--- src/rtl/multdiv_stall_unit.sv ---
// Decode/execute interlock: load-use stalls and mul/div sequencing (IDLE/BUSY/DONE).
// Optional BUSY watchdog enabled by defining MULTDIV_TIMEOUT_EN.
module multdiv_stall_unit #(
  parameter int TIMEOUT_CYCLES = 64
) (
  input  logic        clock,
  input  logic        reset,
  input  logic [31:0] FD_Latch_Instr,
  input  logic [31:0] DX_Latch_Instr,
  input  logic        flush,
  input  logic        data_resultRDY,
  input  logic        data_exception,
  input  logic [31:0] data_result,
  output logic        ctrl_MULT,
  output logic        ctrl_DIV,
  output logic        PC_stall,
  output logic        FD_stall,
  output logic        DX_stall,
  output logic        DX_bubble,
  output logic        XM_bubble,
  output logic [31:0] md_result,
  output logic        md_result_valid,
  output logic        md_error,
  output logic [7:0]  md_cycles
);

  typedef enum logic [1:0] {IDLE, BUSY, DONE} state_t;
  state_t state;

  logic [4:0] fd_op, fd_rd, fd_rs, fd_rt;
  logic [4:0] dx_op, dx_rd, dx_alu;
  assign fd_op  = FD_Latch_Instr[31:27];
  assign fd_rd  = FD_Latch_Instr[26:22];
  assign fd_rs  = FD_Latch_Instr[21:17];
  assign fd_rt  = FD_Latch_Instr[16:12];
  assign dx_op  = DX_Latch_Instr[31:27];
  assign dx_rd  = DX_Latch_Instr[26:22];
  assign dx_alu = DX_Latch_Instr[6:2];

  logic unused_instr_bits;
  assign unused_instr_bits = ^{FD_Latch_Instr[11:0], DX_Latch_Instr[21:7], DX_Latch_Instr[1:0]};

  logic dx_mul, dx_div;
  assign dx_mul = (dx_op == 5'd0) && (dx_alu == 5'd6);
  assign dx_div = (dx_op == 5'd0) && (dx_alu == 5'd7);

  // Which FD fields are read as sources depends on the FD opcode.
  logic hit_rs, hit_rt, hit_rd, load_use;
  assign hit_rs = (fd_rs == dx_rd);
  assign hit_rt = (fd_rt == dx_rd);
  assign hit_rd = (fd_rd == dx_rd);

  always_comb begin
    load_use = 1'b0;
    if (dx_op == 5'd8 && dx_rd != 5'd0) begin
      case (fd_op)
        5'd0:       load_use = hit_rs | hit_rt;
        5'd5, 5'd8: load_use = hit_rs;
        5'd7:       load_use = hit_rs | hit_rd;
        5'd2, 5'd6: load_use = hit_rd | hit_rs;
        5'd4:       load_use = hit_rd;
        default:    load_use = 1'b0;
      endcase
    end
  end

  logic idle_go, start, lu_stall, busy;
  assign idle_go  = !reset && (state == IDLE) && !flush;
  assign start    = idle_go && (dx_mul || dx_div);
  assign lu_stall = idle_go && load_use;
  assign busy     = (state == BUSY);

  assign ctrl_MULT = start && dx_mul;
  assign ctrl_DIV  = start && dx_div;
  assign PC_stall  = busy | start | lu_stall;
  assign FD_stall  = busy | start | lu_stall;
  assign DX_stall  = busy | start;
  assign DX_bubble = lu_stall;
  assign XM_bubble = busy | start;

  logic timeout_hit;
`ifdef MULTDIV_TIMEOUT_EN
  localparam logic [7:0] TO_LAST = 8'(TIMEOUT_CYCLES - 1);
  assign timeout_hit = busy && (md_cycles == TO_LAST) && !data_resultRDY;
`else
  assign timeout_hit = 1'b0;
`endif

  always_ff @(posedge clock or posedge reset) begin
    if (reset) begin
      state           <= IDLE;
      md_result       <= '0;
      md_error        <= 1'b0;
      md_result_valid <= 1'b0;
      md_cycles       <= '0;
    end else begin
      case (state)
        IDLE: begin
          md_result_valid <= 1'b0;
          if (start) begin
            state     <= BUSY;
            md_cycles <= '0;
          end
        end
        BUSY: begin
          if (md_cycles != 8'hff) md_cycles <= md_cycles + 8'd1;
          if (data_resultRDY) begin
            md_result       <= data_result;
            md_error        <= data_exception;
            md_result_valid <= 1'b1;
            state           <= DONE;
          end else if (timeout_hit) begin
            md_result       <= '0;
            md_error        <= 1'b1;
            md_result_valid <= 1'b1;
            state           <= DONE;
          end
        end
        DONE: begin
          // Start is deliberately not evaluated here; DX advances on this edge.
          md_result_valid <= 1'b0;
          state           <= IDLE;
        end
        default: state <= IDLE;
      endcase
    end
  end

endmodule

--- config.mk ---
export PLATFORM = sky130hd
export DESIGN_NAME = multdiv_stall_unit
export DESIGN_NICKNAME = d
export VERILOG_FILES = /design/src/rtl/multdiv_stall_unit.sv
export SDC_FILE = /design/constraint.sdc
export NUM_CORES = 1
export LEC_CHECK = 0
export CAP_MARGIN = 20
export CELL_PAD_IN_SITES_DETAIL_PLACEMENT = 1
export CELL_PAD_IN_SITES_GLOBAL_PLACEMENT = 1
export CORE_ASPECT_RATIO = 1.4
export CORE_MARGIN = 3
export CORE_UTILIZATION = 27
export CTS_BUF_LIST = sky130_fd_sc_hd__clkbuf_4
export DETAILED_ROUTE_END_ITERATION = 10
export PLACE_DENSITY = 0.95
export RECOVER_POWER = 25
export SYNTH_ARGS = -nofsm -noshare
export SYNTH_HDL_FRONTEND = slang
export SYNTH_SLANG_ARGS = --single-unit
--- constraint.sdc ---
create_clock -name clock -period 3.65 [get_ports clock]
set_input_delay 0.73 -clock clock [delete_from_list [all_inputs] [get_ports clock]]
set_output_delay 0.73 -clock clock [all_outputs]
set_load 0.01 [all_outputs]
==> impl_metrics.py <==
metrics = {
    "cts": {
        "clk_pin_slew_ns": 0.12,
        "clockBufferDepth": 2,
        "cts_setup_buffers": 0,
        "htree_levels": 2,
        "cts_tree": "built",
        "cts_root_buffer": "clkbuf_4",
        "ctsHoldBuffers": 0,
        "cts_inserted_buffers": 5,
        "cts.sink_count": 44,
        "insertion_delay_ns": 0.35,
    },
    "layout": {
        "fin_nets": 401,
        "antenna_cells": 0,
        "synthToLayoutAreaGrowth_pct": 69.4,
        "layout_common_cells": "115 x clkdlybuf4s50_1, 44 x dfrtp_1, 33 x mux2_2",
        "fin_util_pct": 48.4,
        "drive_gt1_share_pct": 17.7,
        "final_common_cell": "clkdlybuf4s50_1",
        "stdcell_area_sq_um": 3470,
    },
    "worst_setup_path": {
        "path_common_cell": "clkdlybuf4s50_1",
        "slowest_stage": "clkdlybuf4s50_1",
        "reg2reg_from": "state[0]$_DFFE_PP0P_",
        "cp_max_fo": 2,
        "crit_chain": "clkdlybuf4s50_1 -> nor4_2 -> nand2_1 -> or4_4 -> nand2_4 -> buf_4 -> clkdlybuf4s50_1",
        "cp.required_ns": 2.92,
        "path_class": "in -> out",
        "cp.arrival_ns": 2.77,
        "startpoint": "DX_Latch_Instr[27]",
        "slowest_delay_ns": 0.54,
        "cp-end-kind": "output pin",
        "cp-start-kind": "primary input",
    },
    "drt": {
        "drt-pass1-iter-count": 3,
        "wire_per_inst_microns": 16.8,
        "via_per_inst": 4.57,
        "drc": 0,
        "routed_wl_mm": 6.63,
        "postRouteAntennaNets": 0,
        "drtIter0Drc": 58,
        "dr_total_vias": 1801,
    },
    "synthesis": {
        "ys.warnings.count": 0,
        "synth_nets": 270,
        "ys_seq_area_share_pct": 53.8,
        "syn_area_sq_um": 2050,
        "ys_seq_elements": 44,
        "syn_area_per_cell_sq_um": 12.2,
        "synth.mux.area_fraction_pct": 18.2,
        "synth_xor_area_share_pct": 8.56,
        "synthCells": 168,
        "synth.distinct_cells": 31,
        "synthAdderAreaFrac_pct": 1.10,
        "synth_top_family_by_area": "multiplexers",
        "synthSimpleGateAreaFrac_pct": 11.1,
        "synth_compound_area_share_pct": 3.97,
    },
    "grt": {
        "grt_max_degree": 45,
        "grt_overflow": 0,
        "antenna_found_initial": 0,
        "grt_use_total_pct": 15.8,
        "grt_pass1_wl_mm": 10.5,
        "grt_pass1_vias": 2142,
    },
    "placement": {
        "place.gp.congestion": 0.773,
        "placed_area_sq_um": 3400,
        "dp_hpwl_mm": 5.36,
        "io_buffer_count": 120,
    },
    "hold_path": {
        "hp-class": "reg -> reg",
        "min-delay-start": "md_result_valid$_DFFE_PP0P_",
    },
    "timing": {
        "fin_crit_sh_pct": 96.0,
        "hold_violations": 0,
        "finalSetupViolations": 0,
        "layout_min_cycle_time_ns": 3.50,
        "finalClockSkew_ns": 0.0188,
        "worst_slew_pin_slew_ns": 1.89,
        "rsz0062_at_grt": "no",
        "relSlewSlack_pct": -26.0,
        "clock.fmax_ghz": 0.285,
        "finalMaxSlewViolations": 81,
        "fin_setup_tns_ns": 0,
        "whs_ns": 0.498,
    },
    "pwr": {
        "internal-power_uw": 763,
        "switching_power_uw": 264,
        "power_uw": 1030,
        "p_clk_share_pct": 20.8,
        "ir_worst_vdd_v": 0.000204,
        "p_leak_uw": 0.00154,
        "p_seq_share_pct": 53.0,
        "swShare_pct": 25.7,
        "power_density_nw_per_um2": 296,
        "combPwrFrac_pct": 26.1,
    },
    "status": {
        "failed_checks": "capacitance limit, slew limit",
        "status": "finished, violations left",
    },
    "floorplan": {
        "die_w_microns": 79.6,
        "start_util_pct": 28.6,
        "io_pins": 150,
        "num_rows": 36,
        "core-area_sq_um": 7160,
        "dieArea_sq_um": 8680,
        "die_h_microns": 109,
    },
    "flow_run": {
        "max_cap_violations": 2,
    },
}
==> kinds of logic (layout without fill, tap and decap cells) <==
group                    after synthesis  count (layout)
AND/OR/NAND/NOR                       43              43
adder cells (fa/ha/maj)                2               2
multiplexers                          33              33
AO/OA/AOI/OAI                         13              13
XOR/XNOR                              20              20
buffers and inverters                 13             144
flip-flops                            44              44
==> worst paths after layout <==
kind                       depth (start not counted)  slack (ns)                           to
max                                                7        0.15                     DX_stall
min                                                2        0.50  md_result_valid$_DFFE_PP0P_
max reg2reg                                        4        1.02     md_result[7]$_DFFE_PP0P_
min reg2reg                                        2        0.50  md_result_valid$_DFFE_PP0P_
max in group asynchronous                          3        1.28    md_result[12]$_DFFE_PP0P_
min in group asynchronous                          3        1.38         state[1]$_DFFE_PP0P_
==> cells in the mapped netlist (all sizes together) <==
master	count	area, sq um
dfrtp	44	1100
mux2	33	372
xnor2	19	166
nand2	11	48.8
nor2	8	30.0
inv	7	26.3
o21ai	7	35.0
buf	6	41.3
nor4	6	37.5
nand3	5	25.0
nand4	3	18.8
nand3b	2	15.0
nor3	2	10.0
o211ai	2	20.0
or4	2	15.0
a21oi	1	5.00
and2	1	6.26
ha	1	12.5
maj3	1	10.0
nor2b	1	6.26
nor3b	1	7.51
o21bai	1	7.51
o22ai	1	6.26
o31ai	1	7.51
or2b	1	7.51
xor2	1	8.76
==> layer usage <==
metal	vias up	global-route usage [%]	share of wire (%)
li1	843	-	-
met1	862	14.1	33
met2	88	31.9	55
met3	8	5.95	11
met4	0	4.30	1.1
met5	-	0	0
==> stage by stage <==
| stage | instances | setup WS [ns] |
|---|---|---|
| 3_3_place_gp | 387 | -0.0107 |
| 4_1_cts | 394 | 0.00729 |
| 5_1_grt | 394 | 0.0232 |
| 3_5_place_dp | 387 | -0.125 |
| 2_1_floorplan | 168 | 0.792 |
| 6_report | 394 | 0.146 |
==> timing repair <==
| action | in CTS | in global routing |
|---|---|---|
| gates resized for setup | 4 | 4 |
| cloned | 0 | 0 |
| setup endpoints to repair | 4 | 2 |
| pin swaps | 0 | 1 |
==> sequential cells by signal, summed over array words and instances (netlist names) <==
register and cells:
md_error 1, md_cycles 8, md_result_valid 1, state 2, md_result 32
==> worst max-delay path: cells and delay by family <==
family        cells  cell delay [ns]
simple gates      4             0.97
buf+inv           3             1.07
==> power by group through the flow <==
stage / logic, uW / clock network, uW / registers, uW
6_report: 269 / 214 / 545
5_1_grt: 290 / 252 / 551
4_1_cts: 273 / 234 / 546
3_5_place_dp: 271 / 0 / 556
3_3_place_gp: 261 / 0 / 552
2_1_floorplan: 70.5 / 0 / 570
==> final cells by class <==
cell class,count,area (sq um)
inverters,7,26.3
flip-flops and latches,44,1100
well taps,95,119
clock inverters,2,7.51
repair buffers,130,1270
fillers,772,3690
clock buffers,5,37.5
multi-input cells,111,901
(Power assumes the default switching activity.)
